File: src/rtl/riscv_pkg.sv
`default_nettype none
// ============================================================================
// Module      : riscv_pkg
// Description : Shared types for the multi-cycle RV32I control path.
//               - RV32I major-opcode constants
//               - Control FSM state encoding (ctrl_state_t)
//               - Datapath mux-select encodings
//               - One-hot instruction-class record
//               Build option: MULTICYCLE_CTRL_TRAP_EN adds the TRAP state.
// Revision    : 1.0 - initial release
// ============================================================================
package riscv_pkg;

    // RV32I major opcodes (instruction bits [6:0])
    localparam logic [6:0] OPC_LUI    = 7'b0110111;
    localparam logic [6:0] OPC_AUIPC  = 7'b0010111;
    localparam logic [6:0] OPC_JAL    = 7'b1101111;
    localparam logic [6:0] OPC_JALR   = 7'b1100111;
    localparam logic [6:0] OPC_BRANCH = 7'b1100011;
    localparam logic [6:0] OPC_LOAD   = 7'b0000011;
    localparam logic [6:0] OPC_STORE  = 7'b0100011;
    localparam logic [6:0] OPC_OP_IMM = 7'b0010011;
    localparam logic [6:0] OPC_OP     = 7'b0110011;
    localparam logic [6:0] OPC_FENCE  = 7'b0001111;
    localparam logic [6:0] OPC_SYSTEM = 7'b1110011;

    typedef enum logic [2:0] {
        ST_FETCH  = 3'd0,
        ST_DECODE = 3'd1,
        ST_EXEC   = 3'd2,
        ST_MEM    = 3'd3,
        ST_WB     = 3'd4
`ifdef MULTICYCLE_CTRL_TRAP_EN
        ,
        ST_TRAP   = 3'd5
`endif
    } ctrl_state_t;

    typedef enum logic [1:0] {
        PC_SRC_PLUS4 = 2'd0,   // PC + 4
        PC_SRC_IMM   = 2'd1,   // PC + immediate
        PC_SRC_ALU   = 2'd2    // ALU result with bit 0 cleared
    } pc_src_t;

    typedef enum logic [1:0] {
        SRC_A_RS1  = 2'd0,
        SRC_A_PC   = 2'd1,
        SRC_A_ZERO = 2'd2
    } alu_src_a_t;

    typedef enum logic [1:0] {
        WB_SEL_ALU = 2'd0,
        WB_SEL_MEM = 2'd1,
        WB_SEL_PC4 = 2'd2
    } wb_sel_t;

    typedef enum logic [1:0] {
        ALU_CTRL_ADD    = 2'd0,
        ALU_CTRL_FUNCT  = 2'd1,
        ALU_CTRL_BRANCH = 2'd2
    } alu_ctrl_t;

    localparam logic SRC_B_RS2 = 1'b0;
    localparam logic SRC_B_IMM = 1'b1;

    // Exactly one field is set for any opcode value.
    typedef struct packed {
        logic lui;
        logic auipc;
        logic jal;
        logic jalr;
        logic branch;
        logic load;
        logic store;
        logic op_imm;
        logic op;
        logic fence;
        logic system;
        logic illegal;
    } instr_class_t;

    // SYSTEM opcodes share the unknown-opcode handling.
    function automatic logic is_unsupported(input instr_class_t cls);
        return cls.system | cls.illegal;
    endfunction

endpackage
`default_nettype wire

File: src/rtl/ctrl_opcode_dec.sv
`default_nettype none
// ============================================================================
// Module      : ctrl_opcode_dec
// Description : Combinational RV32I opcode classifier. Maps the 7-bit major
//               opcode to a one-hot instruction-class record; any encoding
//               outside the supported set raises the illegal field.
// Ports       : i_opcode  in  7   instruction bits [6:0]
//               o_class   out     one-hot instruction class
// Revision    : 1.0 - initial release
// ============================================================================
module ctrl_opcode_dec
    import riscv_pkg::*;
(
    input  logic [6:0]   i_opcode,
    output instr_class_t o_class
);

    always_comb begin
        o_class = '0;
        case (i_opcode)
            OPC_LUI:    o_class.lui     = 1'b1;
            OPC_AUIPC:  o_class.auipc   = 1'b1;
            OPC_JAL:    o_class.jal     = 1'b1;
            OPC_JALR:   o_class.jalr    = 1'b1;
            OPC_BRANCH: o_class.branch  = 1'b1;
            OPC_LOAD:   o_class.load    = 1'b1;
            OPC_STORE:  o_class.store   = 1'b1;
            OPC_OP_IMM: o_class.op_imm  = 1'b1;
            OPC_OP:     o_class.op      = 1'b1;
            OPC_FENCE:  o_class.fence   = 1'b1;
            OPC_SYSTEM: o_class.system  = 1'b1;
            default:    o_class.illegal = 1'b1;
        endcase
    end

endmodule
`default_nettype wire

File: src/rtl/multicycle_ctrl.sv
`default_nettype none
// ============================================================================
// Module      : multicycle_ctrl
// Description : Multi-cycle RV32I control FSM (FETCH/DECODE/EXEC/MEM/WB).
//               Drives datapath mux selects, write enables and a
//               ready-handshaked unified memory request; counts retired
//               instructions. Outputs are combinational from state and IR
//               opcode and are all forced low while rst_i is high.
// Build option: MULTICYCLE_CTRL_TRAP_EN - unknown/SYSTEM opcodes enter a
//               sticky TRAP state (trap_o=1). Without it they retire as NOPs
//               and trap_o is tied low.
// Ports       : clk_i, rst_i (sync, active-high)
//               instruction_word_i[31:0]  IR contents
//               mem_ready_i               memory handshake completion
//               branch_taken_i            ALU compare result (EXEC)
//               mem_req_o, mem_we_o, mem_addr_sel_o   memory port control
//               ir_we_o, pc_we_o, pc_src_o[1:0]       IR/PC control
//               alu_src_a_o[1:0], alu_src_b_o, alu_ctrl_o[1:0]
//               rf_we_o, wb_sel_o[1:0]                register write-back
//               retire_o, instret_o[INSTRET_W-1:0]    retirement
//               trap_o                                illegal-instr flag
// Revision    : 1.0 - initial release
// ============================================================================
module multicycle_ctrl
    import riscv_pkg::*;
#(
    parameter int INSTRET_W = 32
) (
    input  logic                 clk_i,
    input  logic                 rst_i,
    input  logic [31:0]          instruction_word_i,
    input  logic                 mem_ready_i,
    input  logic                 branch_taken_i,
    output logic                 mem_req_o,
    output logic                 mem_we_o,
    output logic                 mem_addr_sel_o,
    output logic                 ir_we_o,
    output logic                 pc_we_o,
    output logic [1:0]           pc_src_o,
    output logic [1:0]           alu_src_a_o,
    output logic                 alu_src_b_o,
    output logic [1:0]           alu_ctrl_o,
    output logic                 rf_we_o,
    output logic [1:0]           wb_sel_o,
    output logic                 retire_o,
    output logic [INSTRET_W-1:0] instret_o,
    output logic                 trap_o
);

    ctrl_state_t          r_state;
    ctrl_state_t          w_next_state;
    logic [INSTRET_W-1:0] r_instret;
    instr_class_t         w_class;
    logic                 w_rd_nonzero;
    logic                 w_unused_ir;

    logic       w_mem_req;
    logic       w_mem_we;
    logic       w_mem_addr_sel;
    logic       w_ir_we;
    logic       w_pc_we;
    pc_src_t    w_pc_src;
    alu_src_a_t w_alu_src_a;
    logic       w_alu_src_b;
    alu_ctrl_t  w_alu_ctrl;
    logic       w_rf_we;
    wb_sel_t    w_wb_sel;
    logic       w_retire;

    ctrl_opcode_dec u_opcode_dec (
        .i_opcode (instruction_word_i[6:0]),
        .o_class  (w_class)
    );

    assign w_rd_nonzero = (instruction_word_i[11:7] != 5'd0);
    // Only opcode and rd steer control; the remaining fields go to the datapath.
    assign w_unused_ir  = ^instruction_word_i[31:12];

    always_ff @(posedge clk_i) begin
        if (rst_i) begin
            r_state <= ST_FETCH;
        end else begin
            r_state <= w_next_state;
        end
    end

    always_ff @(posedge clk_i) begin
        if (rst_i) begin
            r_instret <= '0;
        end else if (w_retire) begin
            r_instret <= r_instret + INSTRET_W'(1);
        end
    end

    always_comb begin
        w_next_state   = r_state;
        w_mem_req      = 1'b0;
        w_mem_we       = 1'b0;
        w_mem_addr_sel = 1'b0;
        w_ir_we        = 1'b0;
        w_pc_we        = 1'b0;
        w_pc_src       = PC_SRC_PLUS4;
        w_alu_src_a    = SRC_A_RS1;
        w_alu_src_b    = SRC_B_RS2;
        w_alu_ctrl     = ALU_CTRL_ADD;
        w_rf_we        = 1'b0;
        w_wb_sel       = WB_SEL_ALU;
        w_retire       = 1'b0;

        case (r_state)
            ST_FETCH: begin
                w_mem_req = 1'b1;
                if (mem_ready_i) begin
                    w_ir_we      = 1'b1;
                    w_next_state = ST_DECODE;
                end
            end

            // Register-file read and immediate generation settle here.
            ST_DECODE: begin
                w_next_state = ST_EXEC;
            end

            ST_EXEC: begin
                if (w_class.op || w_class.op_imm) begin
                    w_alu_ctrl   = ALU_CTRL_FUNCT;
                    w_alu_src_b  = w_class.op_imm ? SRC_B_IMM : SRC_B_RS2;
                    w_next_state = ST_WB;
                end else if (w_class.lui) begin
                    w_alu_src_a  = SRC_A_ZERO;
                    w_alu_src_b  = SRC_B_IMM;
                    w_next_state = ST_WB;
                end else if (w_class.auipc) begin
                    w_alu_src_a  = SRC_A_PC;
                    w_alu_src_b  = SRC_B_IMM;
                    w_next_state = ST_WB;
                end else if (w_class.load || w_class.store) begin
                    // Effective address rs1 + imm is captured for MEM.
                    w_alu_src_b  = SRC_B_IMM;
                    w_next_state = ST_MEM;
                end else if (w_class.branch) begin
                    w_alu_ctrl   = ALU_CTRL_BRANCH;
                    w_pc_we      = 1'b1;
                    w_pc_src     = branch_taken_i ? PC_SRC_IMM : PC_SRC_PLUS4;
                    w_retire     = 1'b1;
                    w_next_state = ST_FETCH;
                end else if (w_class.jal || w_class.jalr) begin
                    // rs1 + imm is the JALR target; JAL takes PC + imm in WB.
                    w_alu_src_b  = SRC_B_IMM;
                    w_next_state = ST_WB;
                end else if (w_class.fence) begin
                    w_pc_we      = 1'b1;
                    w_retire     = 1'b1;
                    w_next_state = ST_FETCH;
                end else if (is_unsupported(w_class)) begin
`ifdef MULTICYCLE_CTRL_TRAP_EN
                    w_next_state = ST_TRAP;
`else
                    w_pc_we      = 1'b1;
                    w_retire     = 1'b1;
                    w_next_state = ST_FETCH;
`endif
                end else begin
                    w_next_state = ST_FETCH;
                end
            end

            ST_MEM: begin
                w_mem_req      = 1'b1;
                w_mem_addr_sel = 1'b1;
                w_mem_we       = w_class.store;
                if (mem_ready_i) begin
                    if (w_class.store) begin
                        w_pc_we      = 1'b1;
                        w_retire     = 1'b1;
                        w_next_state = ST_FETCH;
                    end else begin
                        w_next_state = ST_WB;
                    end
                end
            end

            ST_WB: begin
                w_rf_we = w_rd_nonzero;
                if (w_class.load) begin
                    w_wb_sel = WB_SEL_MEM;
                end else if (w_class.jal || w_class.jalr) begin
                    w_wb_sel = WB_SEL_PC4;
                end
                w_pc_we = 1'b1;
                if (w_class.jal) begin
                    w_pc_src = PC_SRC_IMM;
                end else if (w_class.jalr) begin
                    w_pc_src = PC_SRC_ALU;
                end
                w_retire     = 1'b1;
                w_next_state = ST_FETCH;
            end

`ifdef MULTICYCLE_CTRL_TRAP_EN
            // Parked with every write disabled until reset.
            ST_TRAP: begin
                w_next_state = ST_TRAP;
            end
`endif

            default: begin
                w_next_state = ST_FETCH;
            end
        endcase
    end

    // Reset overrides every strobe so an aborted instruction writes nothing.
    assign mem_req_o      = w_mem_req      & ~rst_i;
    assign mem_we_o       = w_mem_we       & ~rst_i;
    assign mem_addr_sel_o = w_mem_addr_sel & ~rst_i;
    assign ir_we_o        = w_ir_we        & ~rst_i;
    assign pc_we_o        = w_pc_we        & ~rst_i;
    assign pc_src_o       = rst_i ? 2'd0 : w_pc_src;
    assign alu_src_a_o    = rst_i ? 2'd0 : w_alu_src_a;
    assign alu_src_b_o    = w_alu_src_b    & ~rst_i;
    assign alu_ctrl_o     = rst_i ? 2'd0 : w_alu_ctrl;
    assign rf_we_o        = w_rf_we        & ~rst_i;
    assign wb_sel_o       = rst_i ? 2'd0 : w_wb_sel;
    assign retire_o       = w_retire       & ~rst_i;
    assign instret_o      = rst_i ? '0 : r_instret;

`ifdef MULTICYCLE_CTRL_TRAP_EN
    assign trap_o = (r_state == ST_TRAP) & ~rst_i;
`else
    assign trap_o = 1'b0;
`endif

endmodule
`default_nettype wire
File: config.mk
export PLATFORM = sky130hd
export DESIGN_NAME = multicycle_ctrl
export DESIGN_NICKNAME = d
export VERILOG_FILES = /design/src/rtl/riscv_pkg.sv /design/src/rtl/ctrl_opcode_dec.sv /design/src/rtl/multicycle_ctrl.sv
export SDC_FILE = /design/constraint.sdc
export NUM_CORES = 1
export LEC_CHECK = 0
export CAP_MARGIN = 10
export CORE_MARGIN = 2
export CORE_UTILIZATION = 23
export DETAILED_ROUTE_END_ITERATION = 16
export GPL_ROUTABILITY_DRIVEN = 0
export PLACE_DENSITY = 0.48
export SLEW_MARGIN = 40
export SYNTH_ARGS = -nofsm -noshare
export SYNTH_HDL_FRONTEND = slang
export SYNTH_SLANG_ARGS = --single-unit
File: constraint.sdc
create_clock -name clk_i -period 2 [get_ports clk_i]
set_input_delay 0.4 -clock clk_i [delete_from_list [all_inputs] [get_ports clk_i]]
set_output_delay 0.4 -clock clk_i [all_outputs]
set_load 0.005 [all_outputs]
# --- Word-level counts from Yosys, hierarchy flattened ---
# Cells that the tools add are included.
op_classes:
  reduce_logical: 8
  add_sub_neg: 1
  n_bitwise: 9
  eq_ne: 17
  n_mux: 74
op_table:
  columns: ["cell", "count"]
  rows:
  - ["2-to-1 mux 1 bit", 43]
  - ["2-to-1 mux 2 bit", 18]
  - ["adder 32 x 1 -> 32 bit (second input constant)", 1]
  - ["2-to-1 mux 32 bit", 1]
  - ["== test 7 bit (second input constant)", 4]
  - ["2-to-1 mux 3 bit", 9]
  - ["== test 7 x 6 -> 1 bit (second input constant)", 3]
  - ["== test 7 x 5 -> 1 bit (second input constant)", 2]
  - ["one-hot mux 3 bit (4 select lines)", 1]
  - ["OR reduction 11 bit", 1]
  - ["AND 1 bit", 7]
  - ["== test 7 x 2 -> 1 bit (second input constant)", 1]
  - ["== test 7 x 4 -> 1 bit (second input constant)", 1]
  - ["== test 3 x 2 -> 1 bit (second input constant)", 2]
  - ["nonzero test 5 bit", 1]
  - ["inequality test 2 bit (second input constant)", 2]
  - ["one-hot mux 2 bit (2 select lines)", 1]
  - ["== test 3 x 1 -> 1 bit (second input constant)", 1]
  - ["== test 3 bit (second input constant)", 1]
  - ["logical NOT 3 bit", 1]
  - ["logical OR 1 bit", 3]
  - ["one-hot mux 1 bit (3 select lines)", 1]
  - ["AND reduction 2 bit", 1]
  - ["OR reduction 2 bit", 1]
  - ["2 further kinds", 2]
word_totals:
  output_inout_bits: 49
  word_cells: 111
  in_bits: 36
  regBits: 35

# --- Logic depth before layout (Yosys ltp) ---
# Gate-level depths: netlist of the first run.
logic_depth:
  word_depth: 14
  mapped_depth: 8
  mapped_depth_nobuf: 5

# --- Modules after synthesis ---
# A second synthesis of the first run with hierarchy kept.
hier_totals:
  cells_unflattened: 310
  area_unflattened_um2: 2364.8
by_module_without_submodules:
  columns: ["module", "area_per_inst_um2", "cells_each", "seq_area_each_um2", "instances"]
  rows:
  - ["multicycle_ctrl", 2175.8, 282, 700.7, 1]
  - ["ctrl_opcode_dec", 188.9, 28, 0.0, 1]

# --- Least setup slack after synthesis of the first run ---
# Ideal clock, no wire load.
synth_path:
  path_kind: "register to register"
  start: "reg r_state[1]"
  end: "reg r_instret[31]"
  synth_period_minus_slack_ps: 2187
  arrival_ps: 2064
  t_required_ps: 1877
  setup_slack_ps: -187
  stages_incl_launch_ff: 9
  setup_time_ps: 123
  path_buffers: 3
  path_cell_list: "dfxtp_1 > buf_4 > or3b_1 > a221o_1 > buf_6 > a21o_1 > buf_6 > nor4_2 > mux2_1"
synth_between:
  elab_chain_cells: 2
  word_cells_on_any_way: 4
  classes_between: "eq/ne (3); mux (1)"
synth_lines:
  columns: ["element", "line", "text"]
  rows:
  - ["start, declared", "multicycle_ctrl.sv:50", "ctrl_state_t r_state;"]
  - ["start signal, assigned", "multicycle_ctrl.sv:83", "r_state <= w_next_state;"]
  - ["== test 3 bit or == test 3 x 2 -> 1 bit (tied branches)", "multicycle_ctrl.sv:110", "case (r_state)"]
  - ["one-hot mux 1 bit (3 select lines) *", "multicycle_ctrl.sv:110", null]
  - ["end signal, assigned", "multicycle_ctrl.sv:91", "r_instret <= r_instret + INSTRET_W'(1);"]
  - ["end, declared", "multicycle_ctrl.sv:52", "logic [INSTRET_W-1:0] r_instret;"]
# Every way passes the cells marked *; elsewhere a longest branch is shown, timed or not.
# A chain may end at the register's enable or synchronous reset.

# --- Worst setup path after layout of the first run ---
layout_path:
  start: "reg r_state[2]"
  end: "reg r_instret[27]"
# Same word-level chain as after synthesis.

==> impl_metrics.json, run 1 <==
{
  "fill_cells": 926,
  "synth_cells": 284,
  "power.share.sequential": 0.506,
  "dp.cells": 524,
  "grt_overflow": 0,
  "finalCriticalPeriod_ns": 2.29,
  "row_count": 35,
  "fin_worst_skew_ns": 0.00719,
  "hold_start": "r_instret[25]$_SDFFE_PP0P_",
  "synth.lib_cells_used.distinct": 48,
  "antenna_found_initial": 0,
  "post-synth-top-area-fraction": 0.319,
  "tritoncts": "built",
  "num-nets-final": 459,
  "drt-vias-per-instance": 4.69,
  "critical_path_class": "flop to flop",
  "fp.dieArea_sq_um": 10300,
  "routed_wirelength_mm": 7.50,
  "drtIter0Drc": 97,
  "initial_core_util": 0.238,
  "vias": 2578,
  "cts-root-to-sink-buffers": 2,
  "pwr-share-clk": 0.339,
  "share_of_total_power_consumed_by_net_switching": 0.253,
  "timing.final.ws_setup_ns": -0.292,
  "hold_buffers": 0,
  "crit_arrival_ns": 2.51,
  "synth_flop_cell": "sky130_fd_sc_hd__dfxtp_1",
  "final_max_slew_viol_count": 0,
  "final_core_utilization": 0.430,
  "hpwl_mm": 5.16,
  "cts-htree-levels": 2,
  "power.switching_uw": 353,
  "power.internal_uw": 1050,
  "grt_start_max_net_pins": 27,
  "yosys.cell_count.top_type": "sky130_fd_sc_hd__dfxtp_1",
  "crit_fanout": 4,
  "fin_cells": 550,
  "worstSetupStartpoint": "r_state[2]$_SDFFE_PP0P_",
  "flow.area_growth_from_synthesis_pct": 80.8,
  "io_pins": 85,
  "timing_hold_violations_final": 0,
  "pwr-share-comb": 0.155,
  "maxCapViolCount": 0,
  "drt.antenna.violating_nets": 0,
  "worst_ep_required_time_ns": 2.22,
  "portBuffers": 63,
  "critical_path.startpoint_type": "flop",
  "ys_seq_elements": 35,
  "synth_seq_area_share": 0.319,
  "cts.root.buffer_cell": "sky130_fd_sc_hd__clkbuf_8",
  "synth_edf_count": 0,
  "synth_area_sq_um": 2200,
  "via_count_of_the_first_global_routing_pass": 2569,
  "die_width_um": 102,
  "worstSkewPairLatency_ns": 0.28,
  "post_synth_top_area_cell": "sky130_fd_sc_hd__dfxtp_1",
  "yosys-top-cells-area": "sky130_fd_sc_hd__dfxtp_1 (32%), sky130_fd_sc_hd__nor2b_1 (7.4%), sky130_fd_sc_hd__nor2_1 (5.3%), sky130_fd_sc_hd__or4_1 (5.1%), sky130_fd_sc_hd__a21oi_1 (5.0%)",
  "fmax_mhz": 436,
  "path_clk_slew_ns": 0.07,
  "power-per-cell-area_nw_per_um2": 352,
  "reg2reg_from": "r_state[2]$_SDFFE_PP0P_",
  "synthTopCellsByCount": "sky130_fd_sc_hd__dfxtp_1 (35), sky130_fd_sc_hd__nor2_1 (31), sky130_fd_sc_hd__nor2b_1 (26)",
  "grt_pass1_wl_mm": 12.3,
  "report.final.setup_viol": 34,
  "drive_gt1_frac": 0.423,
  "final_routed_drc_violation_total": 0,
  "pre_repair_dr_iteration_count": 4,
  "async_sr_flop_fraction": 0,
  "synthesis.area_per_instance_sq_um": 7.73,
  "timing.critical_path.to_type": "flop",
  "routed_wire_length_per_instance_um": 13.6,
  "numCtsBuffers": 5,
  "max-vdd-ir-drop_mv": 0.189,
  "grt_setup_unrepaired": "yes",
  "worst_hold_class": "flop to flop",
  "ys.warnings.count": 0,
  "placeableCoreArea_sq_um": 9240,
  "fin_crit_sh": 1.15,
  "synthesis.nets": 321,
  "run_status": "complete, but fails checks",
  "clock-sinks": 35,
  "failing_checks": "setup timing",
  "antenna-diode-count": 0,
  "floorplan.die.height_um": 102,
  "grt_use_total": 0.147,
  "power_leakage_uw": 0.00157
}
## routing by layer
layer | GRT usage | vias to the layer above | wire length (um)
met5 | 0 | - | 0
met3 | 0.0276 | 4 | 299
li1 | - | 1308 | -
met2 | 0.236 | 44 | 3500
met1 | 0.207 | 1222 | 3670
met4 | 0.0218 | 0 | 31
## cell families (layout without fill, tap and decap cells)
family,Yosys count,in the layout,synth area share
other cells,1,1,0.00171
simple gates,151,151,0.390
buf+inv,29,166,0.0650
mux,7,7,0.0359
compound gates,54,54,0.159
xor+xnor,6,6,0.0239
flops,35,35,0.319
fa+ha+maj,1,1,0.00570
## per-stage QoR
stage / total power (uW) / setup WS (ns) / TNS (ns) / instance area, sq um / hold slack [ns]
final: 1400 / -0.292 / -5.69 / 3970 / 0.504
after global routing: 1460 / -0.333 / -7.73 / 3970 / 0.527
after CTS: 1390 / -0.300 / -5.03 / 3750 / 0.497
after detailed placement: 890 / -0.832 / -27.91 / 3390 / 0.489
after global placement: 890 / -0.819 / -27.56 / 3390 / 0.462
after floorplan: 791 / -0.0645 / -0.215 / 2210 / 0.452
## sequential cells by signal, indices dropped and copies added, names as in the netlist
name	count
r_instret	32
r_state	3
## cell usage in the layout (no fill, tap or decap), types with 11 or more instances in the layout
cell type / synthesis / layout
sky130_fd_sc_hd__a21oi_1: 22 / 15
sky130_fd_sc_hd__buf_2: 0 / 11
sky130_fd_sc_hd__buf_4: 3 / 67
sky130_fd_sc_hd__buf_6: 3 / 14
sky130_fd_sc_hd__clkdlybuf4s50_1: 0 / 37
sky130_fd_sc_hd__dfxtp_1: 35 / 32
sky130_fd_sc_hd__inv_1: 13 / 13
sky130_fd_sc_hd__nand2_1: 21 / 18
sky130_fd_sc_hd__nor2_1: 31 / 25
sky130_fd_sc_hd__nor2b_1: 26 / 19
## final timing paths
kind	end	slack, ns	cells after the start
hold / removal	r_instret[25]$_SDFFE_PP0P_	0.50	2
setup reg to reg	r_instret[27]$_SDFFE_PP0P_	-0.29	8
hold reg to reg	r_instret[25]$_SDFFE_PP0P_	0.50	2
setup / recovery	r_instret[27]$_SDFFE_PP0P_	-0.29	8
## critical path: stages, from the launching register on
cell and delay (ns):
sky130_fd_sc_hd__dfxtp_2 0.34, sky130_fd_sc_hd__or3b_1 0.39, sky130_fd_sc_hd__a221o_1 0.32, sky130_fd_sc_hd__buf_6 0.14, sky130_fd_sc_hd__buf_6 0.11, sky130_fd_sc_hd__buf_6 0.12, sky130_fd_sc_hd__a211oi_2 0.19, sky130_fd_sc_hd__or4b_4 0.49
sky130_fd_sc_hd__a21oi_2 0.13
## area by class of cell
type / instances / area [sq um] / area share
clock buffer: 6 / 72.6 / 0.0183
inverter: 13 / 48.8 / 0.0123
multi-input combinational: 220 / 1720 / 0.432
sequential: 35 / 704 / 0.177
tap: 129 / 161 / 0.0407
timing repair buffer: 147 / 1270 / 0.319
## repair_timing
item / in CTS / in global routing
resized for setup: 106 / 62
endpoints found under the setup margin: 60 / 49
pin swaps: 26 / 15
cloned: 0 / 0
setup buffers: 17 / 4
## power by group through the flow
stage | clock [uW] | sequential [uW] | combinational, uW
6_report | 474 | 708 | 217
5_1_grt | 523 | 708 | 233
4_1_cts | 492 | 707 | 195
3_5_place_dp | 0 | 722 | 168
3_3_place_gp | 0 | 723 | 168
2_1_floorplan | 0 | 722 | 68.8
(Power assumes the default switching activity.)
==> inputs of run 2 (changes only) <==
PLACE_DENSITY = 0.47   (was 0.48)
RECOVER_POWER = 50   (was unset)
clock period = 2.67 ns   (was 2 ns; I/O delays follow)
==> run 2 against run 1 <==
Net effect: the flow now finishes without violations; flip-flop and latch count is the same; final cell count shrank 8.9%; sequential power shrank 25%; die area is the same; utilization shrank 7.6 points; hold slack lost 0.012 ns; critical path type is now input pin to output pin; critical endpoint is now retire_o; largest cell class unchanged; highest routed layer unchanged.
==> impl_metrics.json, run 2 (synthesis gave the netlist of run 1 again) <==
{
  "run_status": "finished clean",
  "io_pins": 85,
  "placeableCoreArea_sq_um": 9240,
  "drt.antenna.violating_nets": 0,
  "maxCapViolCount": 0,
  "multiInputGateArea_sq_um": 1400,
  "numCtsBuffers": 5,
  "cts-root-to-sink-buffers": 2,
  "finalCriticalPeriod_ns": 2.60,
  "clock-sinks": 35,
  "tightest_slew_ns": 0.623,
  "fmax_mhz": 384,
  "hpwl_mm": 4.88,
  "power_leakage_uw": 0.00124,
  "fin_crit_sh": 0.975,
  "grt_pass1_wl_mm": 11.3,
  "portBuffers": 63,
  "final_routed_drc_violation_total": 0,
  "r2r_setup_slack_ns": 0.20,
  "power-per-cell-area_nw_per_um2": 314,
  "fin_worst_skew_ns": 0.00421,
  "die_width_um": 102,
  "crit_fanout": 4,
  "initial_core_util": 0.238,
  "grt_use_total": 0.135,
  "grt_setup_unrepaired": "no",
  "most_frequent_cells_in_the_layout": "sky130_fd_sc_hd__dfxtp_1 (34), sky130_fd_sc_hd__nor2_1 (30), sky130_fd_sc_hd__nor2b_1 (26), sky130_fd_sc_hd__buf_4 (25), sky130_fd_sc_hd__clkdlybuf4s50_1 (24)",
  "worst_hold_class": "flop to flop",
  "grt_start_max_net_pins": 35,
  "finalPower_uw": 1030,
  "worstRegToRegCells": 7,
  "max_flop_register": "r_instret",
  "fp.dieArea_sq_um": 10300,
  "critical_path_class": "input pin to output pin",
  "path_clk_slew_ns": 0.07,
  "dp.cells": 490,
  "reg2reg_from": "r_state[1]$_SDFFE_PP0P_",
  "timing.slew.headroom": 0.574,
  "final_max_slew_viol_count": 0,
  "drtIter0Drc": 133,
  "endpoint": "retire_o",
  "tritoncts": "built",
  "report.final.setup_viol": 0,
  "groute.layer.met1.usage": 0.196,
  "fin_cells": 501,
  "row_count": 35,
  "antenna-diode-count": 0,
  "largestRegisters": "r_instret: 32 flops, r_state: 3 flops",
  "max-vdd-ir-drop_mv": 0.158,
  "worstSkewPairLatency_ns": 0.29,
  "crit-reg2reg-capture": "r_instret[22]$_SDFFE_PP0P_",
  "use_met3": 0.0235,
  "cts.root.buffer_cell": "sky130_fd_sc_hd__clkbuf_8",
  "worstSetupStartpoint": "instruction_word_i[1]",
  "via_count_of_the_first_global_routing_pass": 2282,
  "routed_wire_length_per_instance_um": 13.1,
  "global_route.peak_usage_layer": "met2",
  "vias": 2364,
  "layout_commonest_cell": "sky130_fd_sc_hd__dfxtp_1",
  "cts-htree-levels": 2,
  "drt-vias-per-instance": 4.72,
  "hold_buffers": 0,
  "flow.area_growth_from_synthesis_pct": 48.7,
  "pre_repair_dr_iteration_count": 4,
  "regArea_sq_um": 702,
  "drive_gt1_frac": 0.156,
  "num-nets-final": 408,
  "worst_ep_required_time_ns": 2.14,
  "crit_arrival_ns": 2.07,
  "grt_overflow": 0,
  "routed_wirelength_mm": 6.54,
  "timing.critical_path.to_type": "output pin",
  "timing_hold_violations_final": 0,
  "fill_cells": 976,
  "critical_path.startpoint_type": "input pin",
  "antenna_found_initial": 0,
  "grt_met2_use": 0.209,
  "floorplan.die.height_um": 102,
  "largest_reg_flops": 32
}
run 2: cell types whose count changed in the layout (fill, tap and decap cells not counted), moves of 9 or more:
cell	change
sky130_fd_sc_hd__buf_2	-10
sky130_fd_sc_hd__buf_4	-42
sky130_fd_sc_hd__buf_6	-13
sky130_fd_sc_hd__clkdlybuf4s50_1	-13
sky130_fd_sc_hd__dlygate4sd2_1	+9
sky130_fd_sc_hd__dlygate4sd3_1	+20
run 2: area by class of cell:
type / instances / share of cell area
clock buffer: 7 / 0.0234
clock inverter: 1 / 0.00153
inverter: 13 / 0.0149
multi-input combinational: 220 / 0.428
sequential: 35 / 0.215
tap: 129 / 0.0494
timing repair buffer: 96 / 0.268
run 2: routing by layer:
metal / wire (um) / share of wire
met5: 0 / 0
met3: 192 / 0.029
met4: 45 / 0.0069
met2: 2970 / 0.45
met1: 3330 / 0.51
run 2: power by group:
group	internal (uW)	total, uW	switching, uW	leakage [uW]
sequential	526	532	5.62	0.000283
clock	183	379	195	0.0000422
combinational	59.0	116	57.2	0.000911
total	769	1030	258	0.00124
run 2: worst min path at each step:
stage | endpoint | slack (ns) | cells past startpoint | from
floorplan | r_instret[22]$_SDFFE_PP0P_ | 0.45 | 2 | r_instret[22]$_SDFFE_PP0P_
global placement | r_instret[22]$_SDFFE_PP0P_ | 0.46 | 2 | r_instret[22]$_SDFFE_PP0P_
detailed placement | r_instret[22]$_SDFFE_PP0P_ | 0.48 | 2 | r_instret[22]$_SDFFE_PP0P_
CTS | r_instret[22]$_SDFFE_PP0P_ | 0.49 | 2 | r_instret[22]$_SDFFE_PP0P_
global route | r_instret[22]$_SDFFE_PP0P_ | 0.51 | 2 | r_instret[22]$_SDFFE_PP0P_
finish | r_instret[22]$_SDFFE_PP0P_ | 0.49 | 2 | r_instret[22]$_SDFFE_PP0P_
run 2: what timing repair did:
| item | CTS | global route |
|---|---|---|
| pin swaps | 5 | 0 |
| setup buffers | 3 | 0 |
| endpoints found under the setup margin | 18 | 4 |
| resized for setup | 34 | 4 |
run 2: worst max-delay path: stages:
cell and delay, ns:
sky130_fd_sc_hd__dlygate4sd2_1 0.26, sky130_fd_sc_hd__and4bb_1 0.23, sky130_fd_sc_hd__clkbuf_4 0.14, sky130_fd_sc_hd__a221o_1 0.33
sky130_fd_sc_hd__and2_4 0.17, sky130_fd_sc_hd__nor2_4 0.10, sky130_fd_sc_hd__buf_4 0.11, sky130_fd_sc_hd__clkdlybuf4s15_2 0.19
run 2: through the flow:
step	area [sq um]	hold WS (ns)	TNS [ns]	setup slack (ns)	utilization
after floorplan	2200	0.452	0	0.417	-
after global placement	3140	0.462	-7.57	-0.407	0.340
after detailed placement	3140	0.479	-7.72	-0.403	0.340
after CTS	3280	0.490	0	0.0220	0.355
after global routing	3260	0.512	0	0.00582	0.353
final	3260	0.492	0	0.0661	0.353
==> inputs of run 3 (changes only) <==
CTS_CLUSTER_DIAMETER = 30   (was unset)
==> results of run 3 <==
No change in the layout: final DEF, timing and power equal those of run 2.
==> RTL change 1 (config.mk and constraints of run 3) <==
Set the parameter `INSTRET_W` to 64 (it was 32).
--- a/src/rtl/multicycle_ctrl.sv
+++ b/src/rtl/multicycle_ctrl.sv
@@ -25,5 +25,5 @@
     import riscv_pkg::*;
 #(
-    parameter int INSTRET_W = 32
+    parameter int INSTRET_W = 64
 ) (
     input  logic                 clk_i,
Interface: changed (resized instret_o); port bits go from 85 to 117. No check against the original RTL was run, so the function may have changed too.
==> RTL change 1 against run 3 <==
Worst setup slack got worse by 0.038 ns. Routed wire length rose by 89%. Sequential cell count rose by 32. First-iteration DRC count rose by 38%. Cell area rose by 85%. Combinational power rose by 28%. Total power rose by 140%. Critical endpoint is now pc_we_o. Largest power group is now clock. Largest cell class unchanged. Worst hold slack got worse by 0.011 ns. Die area rose by 80%. Count of clock-buffer cells in the layout rose by 5. Synthesized area rose by 83%. Synthesized cell count rose by 83%.
==> RTL change 1: results (changes against run 3) <==
status:
  outcome: "finished clean"  # unchanged
yosys:
  ys_types: 50  # was 48
  netlist_top_cells_count: "81 x nor2_1, 67 x dfxtp_1, 60 x nor2b_1, 42 x xnor2_1"  # was 35 x dfxtp_1, 31 x nor2_1, 26 x nor2b_1, 22 x a21oi_1, 21 x nand2_1
  synth_fp_nets: 557  # was 321
  netlist_instances: 520  # was 284
  yosysSeqAreaShare_pct: 33.3  # was 31.9%
worst_setup_path:
  r2r_slack_ns: 0.11  # was 0.20 ns
  cp_max_fo: 3  # was 4
layout:
  layout.nets: 695  # was 408
  drive_gt1_share_pct: 16.7  # was 15.6%
  reg_top3: "r_instret (64), r_state (3)"  # was r_instret (32), r_state (3)
  fill_cells: 1795  # was 976
clocking:
  clkLatencyLatePin_ns: 0.34  # was 0.29 ns
  root_buffer: "clkbuf_16"  # was clkbuf_8
  cts_max_level: 3  # was 2
power_and_ir_drop:
  intPower_w: 0.00189  # was 0.000769 W
  ir_drop_mv: 0.263  # was 0.158 mV
sta:
  hold_slack_ns: 0.482  # was 0.492 ns
  fin_skew_ns: 0.00563  # was 0.00421 ns
global_routing:
  grt_pass1_vias: 4029  # was 2,282
  grt_max_degree: 69  # was 35
  grt_usage_pct: 13.5  # about the same
place:
  dp_cells: 864  # was 490
  port_buffers: 95  # was 63
detailed_routing:
  vias: 4221  # was 2,364
  drtIter0Drc: 184  # was 133
[RTL change 1: kinds of logic after synthesis]
logic type	Yosys count	share of synthesized area, %
simple gates	270	35.6
compound gates	76	13.2
flops	67	33.3
buf+inv	52	5.28
xor+xnor	43	9.36
mux	10	2.80
fa+ha+maj	1	0.311
other cells	1	0.0932
[RTL change 1: metrics by stage]
step / power (W) / setup WS (ns) / area [um^2] / utilization [%]
after floorplan: 0.00110 / 0.0957 / 4030 / -
after global placement: 0.00118 / -0.493 / 5590 / 32.6
after detailed placement: 0.00118 / -0.512 / 5590 / 32.6
after CTS: 0.00247 / 0.0150 / 5970 / 34.8
after global routing: 0.00253 / -0.0442 / 6020 / 35.1
final: 0.00244 / 0.0278 / 6020 / 35.1
[RTL change 1: worst paths after layout]
check	cells past startpoint	start	end
worst max-delay path	7	instruction_word_i[6]	pc_we_o
worst min-delay path	2	r_instret[59]	r_instret[59]
worst max register to register	7	r_instret[0]	r_instret[61]
worst min register to register	2	r_instret[59]	r_instret[59]
[RTL change 1: layer usage]
layer  up-vias  track usage [%]  share of wire (%)
li1       2099                -                  -
met1      1996             17.9                 48
met2       111             21.6                 46
met3        15             2.39                4.8
met4         0             5.44                1.7
met5         -                0                  0
[RTL change 1: worst max-delay path: stages]
cell and delay (ns):
clkdlybuf4s15_1 0.22, and3b_2 0.28, nand3_2 0.10, o31a_1 0.32
and2_0 0.26, nor2_4 0.16, dlygate4sd2_1 0.25
[RTL change 1: repair_timing]
action	in CTS	in global routing
pin swaps	8	5
buffers inserted	5	3
setup endpoints to repair	21	10
cloned	0	0
gates resized for setup	29	12
[RTL change 1: cell type report]
type | instances | share of cell area (%)
multi-input cells | 401 | 42.0
repair buffers | 164 | 24.9
flip-flops and latches | 67 | 22.3
well taps | 225 | 4.67
clock buffers | 12 | 3.93
clock inverters | 4 | 1.25
inverters | 15 | 0.935
[RTL change 1: power groups by stage]
stage	registers, W	logic, W	clock network (W)
floorplan	0.00103	0.0000734	0
global placement	0.00103	0.000144	0
detailed placement	0.00103	0.000145	0
CTS	0.00101	0.000149	0.00132
global route	0.00101	0.000165	0.00135
finish	0.00101	0.000149	0.00128
==> RTL change 2 (settings of run 3) <==
Without the edit above. Re-encode `ctrl_state_t` (5 states) as Gray code, 3 bits wide.
--- a/src/rtl/riscv_pkg.sv
+++ b/src/rtl/riscv_pkg.sv
@@ -26,9 +26,9 @@
 
     typedef enum logic [2:0] {
-        ST_FETCH  = 3'd0,
-        ST_DECODE = 3'd1,
-        ST_EXEC   = 3'd2,
-        ST_MEM    = 3'd3,
-        ST_WB     = 3'd4
+        ST_FETCH  = 3'b000,
+        ST_DECODE = 3'b001,
+        ST_EXEC   = 3'b011,
+        ST_MEM    = 3'b010,
+        ST_WB     = 3'b110
 `ifdef MULTICYCLE_CTRL_TRAP_EN
         ,
Function: same outputs for any inputs over 10 cycles, from zero or initial values and one cycle with rst_i high; not proved beyond that.
==> RTL change 2 against run 3 <==
Worst setup slack gained 0.057 ns. Cell area grew 1.8%. Total power grew 7.8%. Synthesized area grew 1.4%. Routed wire length grew 2.6%. Cell count grew 0.20%. Sequential cell count is the same. Critical endpoint is now pc_we_o. Largest cell class unchanged. Highest routed layer unchanged.
==> RTL change 2: results (changes against run 3) <==
status:
  outcome: "finished clean"  # unchanged
detailed_routing:
  drtIter0Drc: 67  # was 133
  routed_via_density: 4.78  # was 4.72
  wirelength_um: 6710  # was 6540 um
yosys:
  yosysSeqAreaShare_pct: 31.5  # was 31.9%
  synthXorXnorAreaFrac_pct: 0.393  # was 2.39%
  synthArstFlopShare_pct: 0  # unchanged
  synth_fp_nets: 330  # was 321
  ys_top_cells_by_area: "dfxtp_1 31%, nor2b_1 9.3%, a21oi_1 5.4%, or4_1 4.7%, nand2_1 3.9%"  # was dfxtp_1 32%, nor2b_1 7.4%, nor2_1 5.3%, or4_1 5.1%, a21oi_1 5.0%
  netlist_top_cells_count: "35 x dfxtp_1, 33 x nor2b_1, 24 x a21oi_1, 23 x nand2_1, 22 x nor2_1"  # was 35 x dfxtp_1, 31 x nor2_1, 26 x nor2b_1, 22 x a21oi_1, 21 x nand2_1
  netlist_instances: 293  # was 284
  synth_adder_area_share_pct: 0.562  # was 0.570%
  synth_compound_area_share_pct: 16.0  # was 15.9%
  ys_types: 43  # was 48
  synth_mux_area_share_pct: 2.53  # was 3.59%
layout:
  layout.nets: 409  # was 408
  fill_cells: 992  # was 976
  drive_gt1_share_pct: 16.4  # was 15.6%
  layout.cells.non_filler: 502  # was 501
worst_setup_path:
  r2r_end: "r_instret[17]"  # was r_instret[22]
  timing.rr.start: "r_instret[5]"  # was r_state[1]
  startpoint: "mem_ready_i"  # was instruction_word_i[1]
  cp-endpoint: "pc_we_o"  # was retire_o
  r2r_slack_ns: 0.49  # was 0.20 ns
  max_stage_delay_ns: 0.52  # was 0.33 ns
  worstPathArrival_ns: 2.01  # was 2.07 ns
  ff2ff_path_depth: 6  # was 7
  cp_max_fo: 2  # was 4
  critPathSlowestCell: "clkdlybuf4s50_1"  # was a221o_1
global_routing:
  grt_pass1_wl_um: 11000  # was 11,300 um
  grt_pass1_vias: 2245  # was 2,282
  grt_usage_pct: 13.1  # was 13.5%
  grt_max_degree: 46  # was 35
sta:
  fmaxAchievable_mhz: 393  # was 384 MHz
  hold_slack_ns: 0.486  # was 0.492 ns
  fin_skew_ns: 0.00578  # was 0.00421 ns
place:
  dpl.hpwl_um: 4810  # was 4880 um
  dpl_cell_area_um2: 3150  # was 3140 um^2
  place_ws_ns: -0.394  # was -0.403 ns
power_and_ir_drop:
  ir_drop_mv: 0.185  # was 0.158 mV
  leakagePower_nw: 1.30  # was 1.24 nW
clocking:
  cts_post_setup_buffers_inserted: 1  # was 3
  cts_resized: 27  # was 34
==> RTL change 2: logic make-up after synthesis <==
family,Yosys count
flip-flops,35
other,1
AO/OA/AOI/OAI,58
multiplexers,5
adder cells (fa/ha/maj),1
buffers and inverters,27
AND/OR/NAND/NOR,165
XOR/XNOR,1
==> RTL change 2: cell type report <==
class / instances / area, um^2 / area share (%)
inverter: 5 / 18.8 / 0.565
clock buffer: 8 / 100 / 3.01
timing repair buffer: 94 / 865 / 26.0
multi-input combinational: 231 / 1480 / 44.5
tap: 129 / 161 / 4.86
sequential: 35 / 701 / 21.1
==> RTL change 2: worst min path at each step <==
stage	from	end	cells past startpoint
after CTS	r_instret[31]	r_instret[31]	2
after detailed placement	r_instret[31]	r_instret[31]	2
after floorplan	r_instret[31]	r_instret[31]	2
after global routing	r_instret[25]	r_instret[25]	2
final	r_instret[31]	r_instret[31]	2
after global placement	r_instret[31]	r_instret[31]	2
==> RTL change 2: per-layer routing <==
| layer | vias up | GRT usage (%) | part of all wire, % |
|---|---|---|---|
| met5 | - | 0 | 0 |
| met4 | 0 | 3.90 | 1.0 |
| met3 | 5 | 3.28 | 5.5 |
| met2 | 62 | 21.7 | 46 |
| met1 | 1104 | 16.9 | 47 |
| li1 | 1230 | - | - |
==> RTL change 2: power by group <==
| group | switching (W) | internal [W] |
|---|---|---|
| clock network | 0.000200 | 0.000236 |
| registers | 0.00000762 | 0.000527 |
| logic | 0.0000684 | 0.0000681 |
| total | 0.000276 | 0.000831 |
==> RTL change 2: critical path: cells and delay by family <==
family,cells,cell delay [ns]
AO/OA/AOI/OAI,2,0.16
buffers and inverters,4,0.99
AND/OR/NAND/NOR,2,0.33
